===== src/rtl/interrupt_ctrl_pkg.sv =====
// Shared constants and level encoding for the external interrupt controller.
// A level is 0 for "none", otherwise index+1 of the interrupt line.
package interrupt_ctrl_pkg;

    localparam int unsigned NUM_SRC    = 3;
    localparam logic [31:0] VEC_BASE   = 32'h0000_0100;
    localparam logic [31:0] VEC_STRIDE = 32'h0000_0040;
    localparam int unsigned LVL_W      = $clog2(NUM_SRC + 1);

    typedef logic [LVL_W-1:0] level_t;

    localparam level_t LVL_NONE = '0;

    function automatic logic [31:0] vec_addr(input logic [31:0] base,
                                             input logic [31:0] stride,
                                             input logic [31:0] lvl);
        return base + (lvl - 32'd1) * stride;
    endfunction

endpackage


===== src/rtl/int_prio_enc.sv =====
// Fixed-priority encoder: returns index+1 of the highest set mask bit, 0 if none.
module int_prio_enc
    import interrupt_ctrl_pkg::*;
#(
    parameter int unsigned NUM_SRC = interrupt_ctrl_pkg::NUM_SRC,
    parameter int unsigned LVL_W   = interrupt_ctrl_pkg::LVL_W
) (
    input  logic [NUM_SRC-1:0] mask_i,
    output logic [LVL_W-1:0]   level_o
);

    always_comb begin
        level_o = LVL_W'(LVL_NONE);
        for (int unsigned i = 0; i < NUM_SRC; i++) begin
            if (mask_i[i]) begin
                level_o = LVL_W'(i + 1);
            end
        end
    end

endmodule


===== src/rtl/interrupt_ctrl.sv =====
// Nested fixed-priority interrupt responder: captures request edges, redirects
// the PC to the level handler, and keeps one return address per level.
module interrupt_ctrl
    import interrupt_ctrl_pkg::*;
#(
    parameter int unsigned NUM_SRC    = interrupt_ctrl_pkg::NUM_SRC,
    parameter logic [31:0] VEC_BASE   = interrupt_ctrl_pkg::VEC_BASE,
    parameter logic [31:0] VEC_STRIDE = interrupt_ctrl_pkg::VEC_STRIDE
) (
    input  logic               clk,
    input  logic               clr_n,
    input  logic [NUM_SRC-1:0] inter_req,
    input  logic               ie,
    input  logic               stall,
    input  logic [31:0]        pc_next,
    input  logic               eret,
    output logic               int_take,
    output logic [31:0]        int_vector,
    output logic [31:0]        epc,
    output logic [NUM_SRC-1:0] inter_running,
    output logic [NUM_SRC-1:0] pending
);

    localparam int unsigned LW = $clog2(NUM_SRC + 1);
    localparam int unsigned IW = (NUM_SRC > 1) ? $clog2(NUM_SRC) : 1;

    logic [NUM_SRC-1:0] req_q;
    logic [NUM_SRC-1:0] pending_q, pending_d;
    logic [NUM_SRC-1:0] running_q, running_d;
    logic               take_q, take_d;
    logic [31:0]        vector_q, vector_d;
    logic [31:0]        slot_q [NUM_SRC];

    logic [LW-1:0]      cur, cand;
    logic [IW-1:0]      cur_idx, cand_idx;
    logic [NUM_SRC-1:0] rise;
    logic               go;

    int_prio_enc #(.NUM_SRC(NUM_SRC), .LVL_W(LW)) u_cur_enc (
        .mask_i  (running_q),
        .level_o (cur)
    );

    int_prio_enc #(.NUM_SRC(NUM_SRC), .LVL_W(LW)) u_cand_enc (
        .mask_i  (pending_q),
        .level_o (cand)
    );

    always_comb begin
        rise     = inter_req & ~req_q;
        cur_idx  = IW'(cur - LW'(1));
        cand_idx = IW'(cand - LW'(1));
        // eret and the cycle right after a take both block arbitration
        go = ie & ~stall & ~eret & ~take_q & (cand > cur);

        epc = (cur != '0) ? slot_q[cur_idx] : '0;

        // A fresh edge on the line being taken keeps it pending
        pending_d = pending_q;
        if (go) begin
            pending_d[cand_idx] = 1'b0;
        end
        pending_d = pending_d | rise;

        running_d = running_q;
        if (eret && (cur != '0)) begin
            running_d[cur_idx] = 1'b0;
        end
        if (go) begin
            running_d[cand_idx] = 1'b1;
        end

        take_d   = go;
        vector_d = go ? vec_addr(VEC_BASE, VEC_STRIDE, 32'(cand)) : '0;
    end

    always_ff @(posedge clk) begin
        if (!clr_n) begin
            req_q     <= '0;
            pending_q <= '0;
            running_q <= '0;
            take_q    <= 1'b0;
            vector_q  <= '0;
            for (int unsigned i = 0; i < NUM_SRC; i++) begin
                slot_q[i] <= '0;
            end
        end else begin
            req_q     <= inter_req;
            pending_q <= pending_d;
            running_q <= running_d;
            take_q    <= take_d;
            vector_q  <= vector_d;
            if (go) begin
                slot_q[cand_idx] <= pc_next;
            end
        end
    end

    assign int_take      = take_q;
    assign int_vector    = vector_q;
    assign inter_running = running_q;
    assign pending       = pending_q;

endmodule


===== config.mk =====
export PLATFORM = sky130hd
export DESIGN_NAME = interrupt_ctrl
export DESIGN_NICKNAME = d
export VERILOG_FILES = /design/src/rtl/interrupt_ctrl_pkg.sv /design/src/rtl/int_prio_enc.sv /design/src/rtl/interrupt_ctrl.sv
export SDC_FILE = /design/constraint.sdc
export NUM_CORES = 1
export LEC_CHECK = 0
export CAP_MARGIN = 0
export CORE_ASPECT_RATIO = 0.6
export CORE_UTILIZATION = 40
export DETAILED_ROUTE_END_ITERATION = 10
export PLACE_DENSITY_LB_ADDON = 0.25
export SYNTH_ARGS = -nofsm -noshare
export SYNTH_HDL_FRONTEND = slang
export SYNTH_SLANG_ARGS = --single-unit

===== constraint.sdc =====
create_clock -name clk -period 5.2 [get_ports clk]
set_input_delay 0.52 -clock clk [delete_from_list [all_inputs] [get_ports clk]]
set_output_delay 0.52 -clock clk [all_outputs]
set_load 0.1 [all_outputs]

==> Word-level counts from Yosys, hierarchy flattened <==
Memory sizes are Yosys's and may differ from the RTL's.
Index checks and enable logic that the tools add are counted.
Widths: inputs -> output; s select.
{ "word_totals": {"ff_bits": 42, "n_memories": 1, "ram_bits": 96, "out_inout_bits": 71, "word_cells": 57, "inputBits": 40} }
{ "op_classes": {"bitwise_logic": 15, "n_addsub": 4, "muxes": 21, "reduce_logical": 6, "n_lt_le_gt_ge": 5} }
{ "mem_list": {"columns": ["memory", "depth", "word_bits", "rd", "rd_clocked_by_memory_dff", "write_ports", "line_no", "text"], "rows": [
  ["slot_q", 3, 32, 1, 0, 3, "interrupt_ctrl.sv:32", "logic [31:0] slot_q [NUM_SRC];"]
]} }
{ "op_table": {"columns": ["cell", "count"], "rows": [
  ["$mux 32", 2],
  ["$reduce_or 32->1", 1],
  ["$add 10x9->11 const A", 1],
  ["$mux 2", 5],
  ["$and 3x3->3", 3],
  ["$mux 1", 9],
  ["$mux 3", 3],
  ["$not 3->3", 3],
  ["$lt 2x3->1 const B", 2],
  ["$or 3x3->3", 2],
  ["$and 1x1->1", 4],
  ["$demux 1 s2", 2],
  ["$ge 2x1->1 const B", 2],
  ["$sub 2x1->2 const B", 2],
  ["$logic_and 1x1->1", 3],
  ["$not 1->1", 3],
  ["$sub 2x1->3 const B", 1],
  ["$gt 2x2->1", 1],
  ["$reduce_and 2->1", 1],
  ["$reduce_bool 2->1", 1]
]} }

==> Logic depth before layout (Yosys ltp) <==
Gate-level depths: netlist of the first run.
{ "depth": {"depth_word": 13, "ltp_mapped": 10, "depth_no_buf": 7} }

==> By module <==
From an unflattened synthesis of the first run, not the netlist that was laid out.
{ "hier_totals": {"cells_unflattened": 421, "hier_area_um2": 6503.7} }
{ "modules_own_cells": {"columns": ["module", "area_per_inst_um2", "cells_per_inst", "seq_area_each_um2", "n_inst"], "rows": [
  ["interrupt_ctrl", 6468.7, 415, 4103.9, 1],
  ["int_prio_enc", 17.5, 3, 0.0, 2]
]} }

==> Worst setup path before layout of the first run <==
OpenSTA, ideal clock, no wires.
{ "synth_path": {"kind": "register to output", "startpoint": "reg running_q[0] (netlist: inter_running[0])", "endpoint": "out epc[22]", "arrival_ps": 5361, "path_stages_with_launch": 11, "n_path_buf": 4, "slack_ps": -681, "cell_sequence": "dfxtp_1 nor2b_1 or2_2 clkbuf_1 clkbuf_1 inv_1 ha_1 clkbuf_1 clkbuf_1 a2111oi_0 a211oi_1"} }
{ "synth_between": {"elab_chain_cells": 6, "word_cells_on_any_way": 7, "cone_classes": "1 x add/sub; 4 x mux; 1 x reduce/logical; 1 x memory"} }
{ "synth_lines": {"columns": ["element", "line_no", "text"], "rows": [
  ["start, declared", "interrupt_ctrl.sv:29", "logic [NUM_SRC-1:0] running_q, running_d;"],
  ["start signal, assigned", "interrupt_ctrl.sv:90", "running_q <= running_d;"],
  ["$mux 1 *", "int_prio_enc.sv:15", "if (mask_i[i]) begin"],
  ["$mux 2 * (2 in a row)", "int_prio_enc.sv:15", null],
  ["$sub 2x1->2", "interrupt_ctrl.sv:51", "cur_idx = IW'(cur - LW'(1));"],
  ["$mem_v2 3x32", null, null],
  ["$mux 32 *", "interrupt_ctrl.sv:56", "epc = (cur != '0) ? slot_q[cur_idx] : '0;"],
  ["end, declared", "interrupt_ctrl.sv:19", "output logic [31:0] epc,"]
]} }
Every way passes the cells marked *; elsewhere a longest branch is shown, timed or not.

==> Worst setup path after layout of the first run <==
{ "layout_path": {"startpoint": "reg running_q[0] (netlist: inter_running[0])", "endpoint": "out epc[19]"} }
The elaborated chain is that of the path after synthesis.

==> impl_results.md, run 1 <==
* Worst R2R Path Depth at 6
* Nets@finish at 613
* Failing checks: DRC
* Top cell type by total area after synthesis: edfxtp_1
* Final Non-Filler Cells at 786
* Layout area overhead at 28.5%
* Worst Setup EP: epc[19]
* DRT Pass-1 Iters at 8
* Die Span X at 168 um
* Vias in the first global route at 3991
* Multi-input gate area at 2360 sq um
* Synth Instances at 496
* Worst slew margin at 13.6%
* DRC errors left at 1
* HPWL after DPL at 8.71 mm
* Post-synth top area share at 58.0%
* Synth async-reset ratio at 0%
* Root buffer cell: clkbuf_16
* Area contributors post-synth: edfxtp_1 58%, and2_1 7.5%, mux2i_1 4.8%
* Post-synthesis compound-gate area fraction at 10.7%
* RSZ-0062 raised after global routing: no
* Port Buffer Count at 81
* Core Area at 16200 sq um
* Fmax at 200 MHz
* Register area share after synthesis at 61.9%
* GPL Wtd Cong at 0.734
* Post-Synth XOR/XNOR Area at 0%
* Total die area at 17100 sq um
* Crit. End Element: output port
* Final setup viols at 0
* Resized cells post-CTS at 0
* Antenna diodes at 0
* First DRT Iteration DRCs at 250
* Syn avg cell area at 13.4 sq um
* Antenna Violating Nets Remaining at 0
* Gr ovfl total at 0
* Power Dens Cells at 371 nW/um^2
* Setup Fix Bufs, Post-CTS at 0
* Multiplexer area fraction after synthesis at 4.83%
* Synthesis-stage register bit count at 141
* # clock sinks at 141
* Number of buffers created by CTS at 17
* Largest family of logic cells by synthesized area: simple AND/OR/NAND/NOR gates
* Post-DR wirelength/cell at 18.9 um
* Synth Warn # at 0
* Outcome: finished with violations
* H-tree depth at 4
* Global-route wire length before repair at 22.7 mm
* Placed Instances at 754
* VDD IR-drop max at 0.268 mV
* Starting density of the core at 40.9%
* Count of cell types in the netlist at 30
* Max FO, Critical Path at 73
* Critical Path RT at 4.68 ns
* Reg2reg setup slack at 1.38 ns
* Slew Limit Fails at 0
* Startpoint Class: flip-flop
* Leakage power at 3.21 nW
* Worst-case clock buffer depth at 2
* Critical path origin: inter_running[0]$_SDFF_PN0_
* # IOs at 111
* Clk pin slew, worst setup/hold paths at 0.07 ns
* Fill cells at 1371
* RR Startpoint: inter_running[0]$_SDFF_PN0_
* Part of the cycle the worst path needs at 96.1%
* Synthesized area at 6630 sq um
* Final WL at 14.9 mm
* Post-synth EDFFs at 128
* # hold bufs at CTS at 0
* Max-cap violations at 0
* Reg2reg end: slot_q[0][29]$_SDFFCE_PN0P_
* Sequential cell area at 4100 sq um
* Worst-margin pin slew at 1.26 ns
* Post-synth top flop: edfxtp_1
* Vias at 4010
* Share of cells above drive strength 1 at 21.3%
* Most frequent cells after synthesis: 128 x edfxtp_1, 80 x and2_1, 34 x a2111oi_0, 34 x nor2b_1, 33 x a211oi_1
* Worst Hold Depth at 1
* Standard-cell row count at 36
* Vias/cell at 5.10
* CP Class: reg2out
* Critical path data arrival time at 4.48 ns
* Synth Area in Simple Gates at 14.4%
* Most frequent cell after synthesis: edfxtp_1
* Latest clock arrival within the worst-skew pair at 0.41 ns
* GRT Total Usage at 18.1%
* Initial antenna violation count at 0
* Minimum clock period at 5.00 ns
* Clk_skew at 0.0125 ns
* Area share of fa/ha/maj cells after synthesis at 1.70%
* Total power at 3.16 mW
* Largest net degree at the start of global routing at 74
* Die height at 102 um
* Final Hold Fails at 0
* CTS tree: yes
* Hold Path Origin: req_q[1]$_SDFF_PN0_
* Worst hold path type: reg2reg
## per-stage QoR
stage | utilization [%] | area [sq um] | hold slack [ns] | setup TNS (ns) | setup slack, ns
2_1_floorplan | - | 6840 | 0.408 | -7.98 | -0.681
3_3_place_gp | 49.0 | 7950 | 0.412 | 0 | 0.869
3_5_place_dp | 49.0 | 7950 | 0.422 | 0 | 0.791
4_1_cts | 52.6 | 8520 | 0.433 | 0 | 0.346
5_1_grt | 52.6 | 8520 | 0.450 | 0 | 0.141
6_report | 52.6 | 8520 | 0.430 | 0 | 0.203
## flip-flops by register name, summed over array words and instances, names as in the netlist
signal         cells
int_take           1
int_vector         3
inter_running      3
pending            3
req_q              3
slot_q           128
## area by class of cell
type	instances	share of cell area, %
flip-flops and latches	141	48.2
multi-input cells	304	27.6
repair buffers	87	13.8
clock buffers	17	4.99
inverters	13	0.573
clock inverters	15	1.76
well taps	209	3.07
## kinds of logic (layout without fill, tap and decap cells)
kind of cell               count (synthesis)  in the layout
muxes                                     32             32
and+or+nand+nor                          152            152
AOI/OAI and AO/OA                         82             82
buffers and inverters                     79            132
adders and majority gates                  9              9
other                                      1             29
DFF                                      141            141
## placed cells by master, fill, tap and decap left out, types with 17 or more instances in the layout
| master | instances |
|---|---|
| clkbuf_16 | 17 |
| and2_2 | 19 |
| nor2b_1 | 33 |
| clkdlybuf4s50_1 | 49 |
| a2111oi_0 | 34 |
| mux2i_1 | 32 |
| a211oi_2 | 20 |
| conb_1 | 29 |
| buf_12 | 32 |
| and2_1 | 80 |
| edfxtp_1 | 128 |
## worst max-delay path: stages (launching register included)
cell and delay [ns]:
dfxtp_1 0.35, nor2b_2 0.16, or2_2 0.82, inv_1 0.23, ha_4 0.92, nor2b_1 0.09, a2111oi_0 1.07, a211oi_2 0.18
buf_12 0.25
## where the power goes
| part | switching, mW | internal (mW) |
|---|---|---|
| clock | 0.501 | 0.674 |
| sequential | 0.0148 | 1.29 |
| combinational | 0.494 | 0.188 |
| total | 1.01 | 2.15 |
## routing by layer
metal	global-route usage, %	up-vias	part of all wire (%)
met5	0	-	0
met4	4.48	0	0.42
met3	4.53	9	4.7
met2	28.2	106	45
met1	25.3	1977	50
li1	-	1918	-
## how the worst min path moves through the flow
| stage | end | slack, ns |
|---|---|---|
| 5_1_grt | pending[0]$_SDFF_PN0_ | 0.45 |
| 3_3_place_gp | pending[1]$_SDFF_PN0_ | 0.41 |
| 3_5_place_dp | pending[1]$_SDFF_PN0_ | 0.42 |
| 6_report | pending[1]$_SDFF_PN0_ | 0.43 |
| 2_1_floorplan | pending[0]$_SDFF_PN0_ | 0.41 |
| 4_1_cts | pending[1]$_SDFF_PN0_ | 0.43 |
No activity file was read; power rests on OpenSTA's default activity.
==> run 2, diff against run 1 <==
--- a/config.mk
+++ b/config.mk
@@ -7,7 +7,7 @@
 export LEC_CHECK = 0
 export CAP_MARGIN = 0
 export CORE_ASPECT_RATIO = 0.6
-export CORE_UTILIZATION = 40
+export CORE_UTILIZATION = 48
 export DETAILED_ROUTE_END_ITERATION = 10
 export PLACE_DENSITY_LB_ADDON = 0.25
 export SYNTH_ARGS = -nofsm -noshare
==> impl_results.md, run 2 (synthesized netlist as in run 1, its figures left out) <==
* Largest net degree at the start of global routing at 83 (+12%)
* Most common cell after layout, fill and taps aside: edfxtp_1
* Setup TNS Final at 0 ns (unchanged)
* Largest reg by FF count: slot_q
* Core Area at 13200 sq um (-19%)
* Final Hold Fails at 0 (unchanged)
* M2 GR Usage at 33.2% (+5.0 points)
* # IOs at 111 (unchanged)
* Antenna Violating Nets Remaining at 0 (unchanged)
* Starting density of the core at 50.3% (+9.4 points)
* Layout area overhead at 28.0%
* Slew Limit Fails at 0 (unchanged)
* Vias/cell at 5.44 (+6.7%)
* Total power at 3.16 mW (about the same)
* Antenna diodes at 0 (unchanged)
* DRC errors left at 0 (-1)
* Crit. End Element: output port
* Standard-cell row count at 32 (-11%)
* Vias at 4078 (+1.7%)
* Total die area at 14300 sq um (-16%)
* Worst R2R Path Depth at 8 (+2)
* Initial antenna violation count at 0 (unchanged)
* Max FO, Critical Path at 82 (+12%)
* Final setup viols at 0 (unchanged)
* Fin area at 8490 sq um (-0.43%)
* Fmax at 232 MHz (+16%)
* Leakage power at 3.21 nW (about the same)
* Worst-margin pin slew at 1.18 ns (-0.0837 ns)
* Power Dens Cells at 372 nW/um^2 (+0.35%)
* Root buffer cell: clkbuf_16
* # clock sinks at 141 (unchanged)
* Pre-CTS setup slack at 1.29 ns (+0.498 ns)
* Critical path data arrival time at 3.78 ns (-0.70 ns)
* GR Util met3 at 6.12% (+1.6 points)
* RR Startpoint: inter_running[0]$_SDFF_PN0_
* Hold Path Origin: req_q[0]$_SDFF_PN0_
* Worst slew margin at 21.1% (+7.5 points)
* Share of cells above drive strength 1 at 21.6% (+0.27 points)
* Clk pin slew, worst setup/hold paths at 0.06 ns (about the same)
* First DRT Iteration DRCs at 300 (+20%)
* GRT Max-Usage Layer: met2
* Reg2reg end: slot_q[3][27]$_DFFE_PP_
* CP most frequent cell: buf_4
* Worst-case clock buffer depth at 2 (unchanged)
* Die Span X at 154 um (-8.6%)
* Gr ovfl total at 0 (unchanged)
* Port Buffer Count at 81 (unchanged)
* Cell family with most CP delay: buffers and inverters
* # hold bufs at CTS at 0 (unchanged)
* RSZ-0062 raised after global routing: no
* Nets@finish at 615 (+0.33%)
* Critical Path RT at 4.68 ns (about the same)
* Setup Fix Bufs, Post-CTS at 0 (unchanged)
* Number of buffers created by CTS at 17 (unchanged)
* Routing usage on met1 at 28.2% (+2.9 points)
* Buffers plus inverters on the worst setup path at 4 (+2)
* HPWL after DPL at 8.38 mm (-3.7%)
* DRT Pass-1 Iters at 7 (-1)
* Placement Cell Area at 7910 sq um (-0.43%)
* Final WL at 14.1 mm (-5.2%)
* Critical Path Max Stage Delay at 0.90 ns (-0.17 ns)
* Max-cap violations at 0 (unchanged)
* Hold Slack at 0.429 ns (-0.000459 ns)
* GPL Wtd Cong at 0.783 (+6.7%)
* CP Class: reg2out
* Reg2reg setup slack at 1.30 ns (-0.08 ns)
* CP cell instances: nor2b_2 > buf_4 > or2_2 > inv_1 > ha_4 > buf_4 > nor2b_1 > a2111oi_0 > a211oi_2 > buf_12
* Latest clock arrival within the worst-skew pair at 0.42 ns (about the same)
* Hold path endpoint: pending[0]$_SDFF_PN0_
* Worst Hold Depth at 1 (unchanged)
* Critical path's slowest cell: ha_4
* Minimum clock period at 4.30 ns (-0.692 ns)
* Post-DR wirelength/cell at 18.8 um (-0.49%)
* Part of the cycle the worst path needs at 82.8% (-13 points)
* Clk_skew at 0.00768 ns (-0.00484 ns)
* Resized cells post-CTS at 0 (unchanged)
* Final WS setup at 0.896 ns (+0.692 ns)
* Outcome: finished clean
* Global-route wire length before repair at 22.2 mm (-2.2%)
* Worst hold path type: reg2reg
* VDD IR-drop max at 0.198 mV (-26%)
* Max reg flops at 128 (unchanged)
* CTS tree: yes
* Commonest non-fill, non-tap cells in the layout: 128 x edfxtp_1, 80 x and2_1, 49 x clkdlybuf4s50_1, 34 x a2111oi_0, 33 x nor2b_1
* GRT Total Usage at 20.9% (+2.8 points)
* Startpoint Class: flip-flop
* H-tree depth at 4 (unchanged)
* Vias in the first global route at 4111 (+3.0%)
* Die height at 93.0 um (-8.5%)
==> run 2: through the flow <==
step                      instances  util, %
after floorplan                 524        -
after global placement          717     60.1
after detailed placement        717     60.1
after CTS                       749     64.4
after global routing            749     64.4
final                           749     64.4
==> run 2: cell type report <==
type	instances	area, sq um
fillers	974	4690
clock inverters	15	148
clock buffers	17	425
well taps	170	213
multi-input cells	304	2360
inverters	13	48.8
flip-flops and latches	141	4100
repair buffers	89	1190
==> run 2: where the power goes <==
| part | total (mW) | leakage, nW | internal [mW] | switching, mW |
|---|---|---|---|---|
| logic | 0.679 | 1.55 | 0.190 | 0.489 |
| clock network | 1.17 | 0.265 | 0.702 | 0.473 |
| registers | 1.30 | 1.39 | 1.29 | 0.0150 |
| total | 3.16 | 3.21 | 2.18 | 0.976 |
==> run 2: worst max-delay path by stage <==
| stage | endpoint | slack (ns) | startpoint | cells after the start |
|---|---|---|---|---|
| 6_report | epc[10] | 0.90 | inter_running[0]$_SDFF_PN0_ | 10 |
| 5_1_grt | epc[9] | 0.60 | inter_running[0]$_SDFF_PN0_ | 10 |
| 4_1_cts | epc[10] | 0.86 | inter_running[0]$_SDFF_PN0_ | 10 |
| 3_5_place_dp | slot_q[0][14]$_SDFFCE_PN0P_ | 1.29 | inter_running[0]$_SDFF_PN0_ | 8 |
| 3_3_place_gp | slot_q[0][14]$_SDFFCE_PN0P_ | 1.37 | inter_running[0]$_SDFF_PN0_ | 8 |
| 2_1_floorplan | epc[23] | -0.68 | inter_running[0]$_SDFF_PN0_ | 10 |
==> run 2: routing by layer <==
metal,routed length [um],share of wire (%)
met1,6450,46
met2,6600,47
met3,966,6.9
met4,84,0.60
met5,0,0
==> run 2: worst register-to-register path, delay by kind of cell (launching register included) <==
kind                     cells  cell delay [ns]
AO/OA/AOI/OAI                1             0.56
flip-flops                   1             0.34
AND/OR/NAND/NOR              4             1.48
buffers and inverters        2             0.80
adder cells (fa/ha/maj)      1             0.33
==> run 3, diff against run 2 <==
--- a/config.mk
+++ b/config.mk
@@ -7,7 +7,7 @@
 export LEC_CHECK = 0
 export CAP_MARGIN = 0
 export CORE_ASPECT_RATIO = 0.6
-export CORE_UTILIZATION = 48
+export CORE_UTILIZATION = 50
 export DETAILED_ROUTE_END_ITERATION = 10
 export PLACE_DENSITY_LB_ADDON = 0.25
 export SYNTH_ARGS = -nofsm -noshare
==> constraint.sdc (replaced) <==
create_clock -name clk -period 4 [get_ports clk]
set_input_delay 0.4 -clock clk [delete_from_list [all_inputs] [get_ports clk]]
set_output_delay 0.4 -clock clk [all_outputs]
set_load 0.1 [all_outputs]
==> impl_results.md, run 3 (synthesized netlist as in run 1, its figures left out) <==
* Vias/cell at 5.57 (+2.3%)
* Slew Limit Fails at 0 (unchanged)
* Worst R2R Path Depth at 7 (-1)
* Max-cap violations at 0 (unchanged)
* Worst Hold Depth at 1 (unchanged)
* # clock sinks at 141 (unchanged)
* Initial antenna violation count at 0 (unchanged)
* Final Hold Fails at 0 (unchanged)
* DRC errors left at 0 (unchanged)
* Worst hold path type: reg2reg
* # IOs at 111 (unchanged)
* # hold bufs at CTS at 0 (unchanged)
* First DRT Iteration DRCs at 287 (-4.3%)
* Setup TNS Final at 0 ns (unchanged)
* Combinational Power Share at 23.9% (+2.4 points)
* Antenna diodes at 0 (unchanged)
* Post-DR wirelength/cell at 19.5 um (+3.5%)
* Leakage power at 3.37 nW (+5.1%)
* Antenna Violating Nets Remaining at 0 (unchanged)
* Setup Fix Bufs, Post-CTS at 0 (unchanged)
* Total die area at 13700 sq um (-3.9%)
* Reg2reg end: slot_q[3][16]$_DFFE_PP_
* Nets@finish at 642 (+4.4%)
* Gr ovfl total at 0 (unchanged)
* Startpoint Class: flip-flop
* Share of cells above drive strength 1 at 27.4% (+5.8 points)
* Power Dens Cells at 473 nW/um^2 (+27%)
* RR Startpoint: inter_running[2]$_SDFF_PN0_
* Switching power at 1.34 mW (+37%)
* Number of buffers created by CTS at 17 (unchanged)
* Largest net degree at the start of global routing at 51 (-39%)
* Commonest non-fill, non-tap cells in the layout: 128 x edfxtp_1, 80 x and2_1, 49 x clkdlybuf4s50_1, 36 x buf_12, 34 x a2111oi_0
* Port Buffer Count at 81 (unchanged)
* Clk pin slew, worst setup/hold paths at 0.06 ns (about the same)
* Fmax at 268 MHz
* Critical path data arrival time at 3.33 ns (-0.45 ns)
* Vias in the first global route at 4233 (+3.0%)
* Critical Path RT at 3.60 ns (-1.08 ns)
* Most common cell after layout, fill and taps aside: edfxtp_1
* Vias at 4321 (+6.0%)
* Crit. End Element: output port
* RSZ-0062 raised after global routing: no
* Minimum clock period at 3.73 ns
* Core Area at 12900 sq um (-2.1%)
* Latest clock arrival within the worst-skew pair at 0.42 ns (about the same)
* Global-route wire length before repair at 23.7 mm (+6.6%)
* Worst-case clock buffer depth at 2 (unchanged)
* Largest reg by FF count: slot_q
* Final setup viols at 0 (unchanged)
* Reg2reg setup slack at 0.88 ns (-0.42 ns)
* VDD IR-drop max at 0.332 mV (+68%)
* Standard-cell row count at 32 (unchanged)
* Pre-CTS setup slack at 0.750 ns (-0.540 ns)
* Switch share at 31.2% (+0.24 points)
* Resized cells post-CTS at 0 (unchanged)
* CP Class: reg2out
* Sequential share of power at 39.4% (-1.9 points)
* Final WL at 15.1 mm (+7.3%)
* Root buffer cell: clkbuf_16
* CTS tree: yes
* Max reg flops at 128 (unchanged)
* Worst slew margin at 32.3% (+11 points)
* Starting density of the core at 51.4% (+1.1 points)
* H-tree depth at 4 (unchanged)
* Outcome: finished clean
* Clk_skew at 0.00932 ns (+0.00164 ns)
* Part of the cycle the worst path needs at 93.3%
* Fin area at 9080 sq um (+7.0%)
* Int Pwr at 2.96 mW (+36%)
* Critical path origin: inter_running[0]$_SDFF_PN0_
* Hold path endpoint: pending[1]$_SDFF_PN0_
* Clock power share at 36.7% (-0.5 points)
* Hold Path Origin: req_q[1]$_SDFF_PN0_
* GPL Wtd Cong at 0.841 (+7.3%)
* DRT Pass-1 Iters at 5 (-2)
* Die height at 91.2 um (-2.0%)
* Die Span X at 151 um (-2.0%)
* GRT Total Usage at 23.6% (+2.8 points)
* HPWL after DPL at 9.86 mm (+18%)
* Max FO, Critical Path at 50 (-39%)
* Final WS setup at 0.267 ns (-0.629 ns)
* Placement Cell Area at 8480 sq um (+7.2%)
* Worst-margin pin slew at 1.01 ns (-0.166 ns)
* Layout area overhead at 37.0%
==> run 3: metal layers <==
layer	GRT usage (%)	vias up	part of all wire (%)
met3	5.03	14	6.9
met4	6.75	0	0.94
li1	-	1934	-
met1	34.0	2188	46
met2	36.2	185	46
met5	0	-	0
==> run 3: worst max-delay path, cell delays in order, from the launching register on <==
cell	delay, ns
dfxtp_4	0.35
nor2b_2	0.19
or2_4	0.15
inv_1	0.08
ha_4	0.68
buf_4	0.33
nor2b_1	0.07
a2111oi_0	0.54
buf_4	0.23
a211oi_4	0.05
buf_12	0.23
==> run 3: final cells by class <==
type	instances	area, sq um
well taps	170	213
fillers	855	3810
flip-flops and latches	141	4110
multi-input cells	304	2670
clock buffers	17	425
repair buffers	116	1440
inverters	13	48.8
clock inverters	15	173
==> run 3: worst max-delay path by stage <==
| stage | end | depth (start not counted) |
|---|---|---|
| finish | epc[19] | 10 |
| global route | epc[19] | 10 |
| CTS | epc[21] | 10 |
| detailed placement | epc[21] | 9 |
| global placement | epc[19] | 8 |
| floorplan | epc[22] | 10 |
==> run 3: per-stage QoR <==
stage / hold WS (ns) / std cells / total power, mW / utilization, %
floorplan: 0.408 / 524 / 2.45 / -
global placement: 0.415 / 744 / 2.73 / 65.8
detailed placement: 0.421 / 744 / 2.75 / 65.8
CTS: 0.429 / 776 / 4.32 / 70.4
global route: 0.450 / 776 / 4.42 / 70.4
finish: 0.428 / 776 / 4.30 / 70.4
==> run 3: power by group through the flow <==
stage / sequential, mW / combinational, mW / clock (mW)
final: 1.69 / 1.03 / 1.58
after CTS: 1.69 / 1.03 / 1.59
after global routing: 1.70 / 1.08 / 1.65
after detailed placement: 1.72 / 1.03 / 0
after global placement: 1.72 / 1.01 / 0
after floorplan: 1.77 / 0.679 / 0
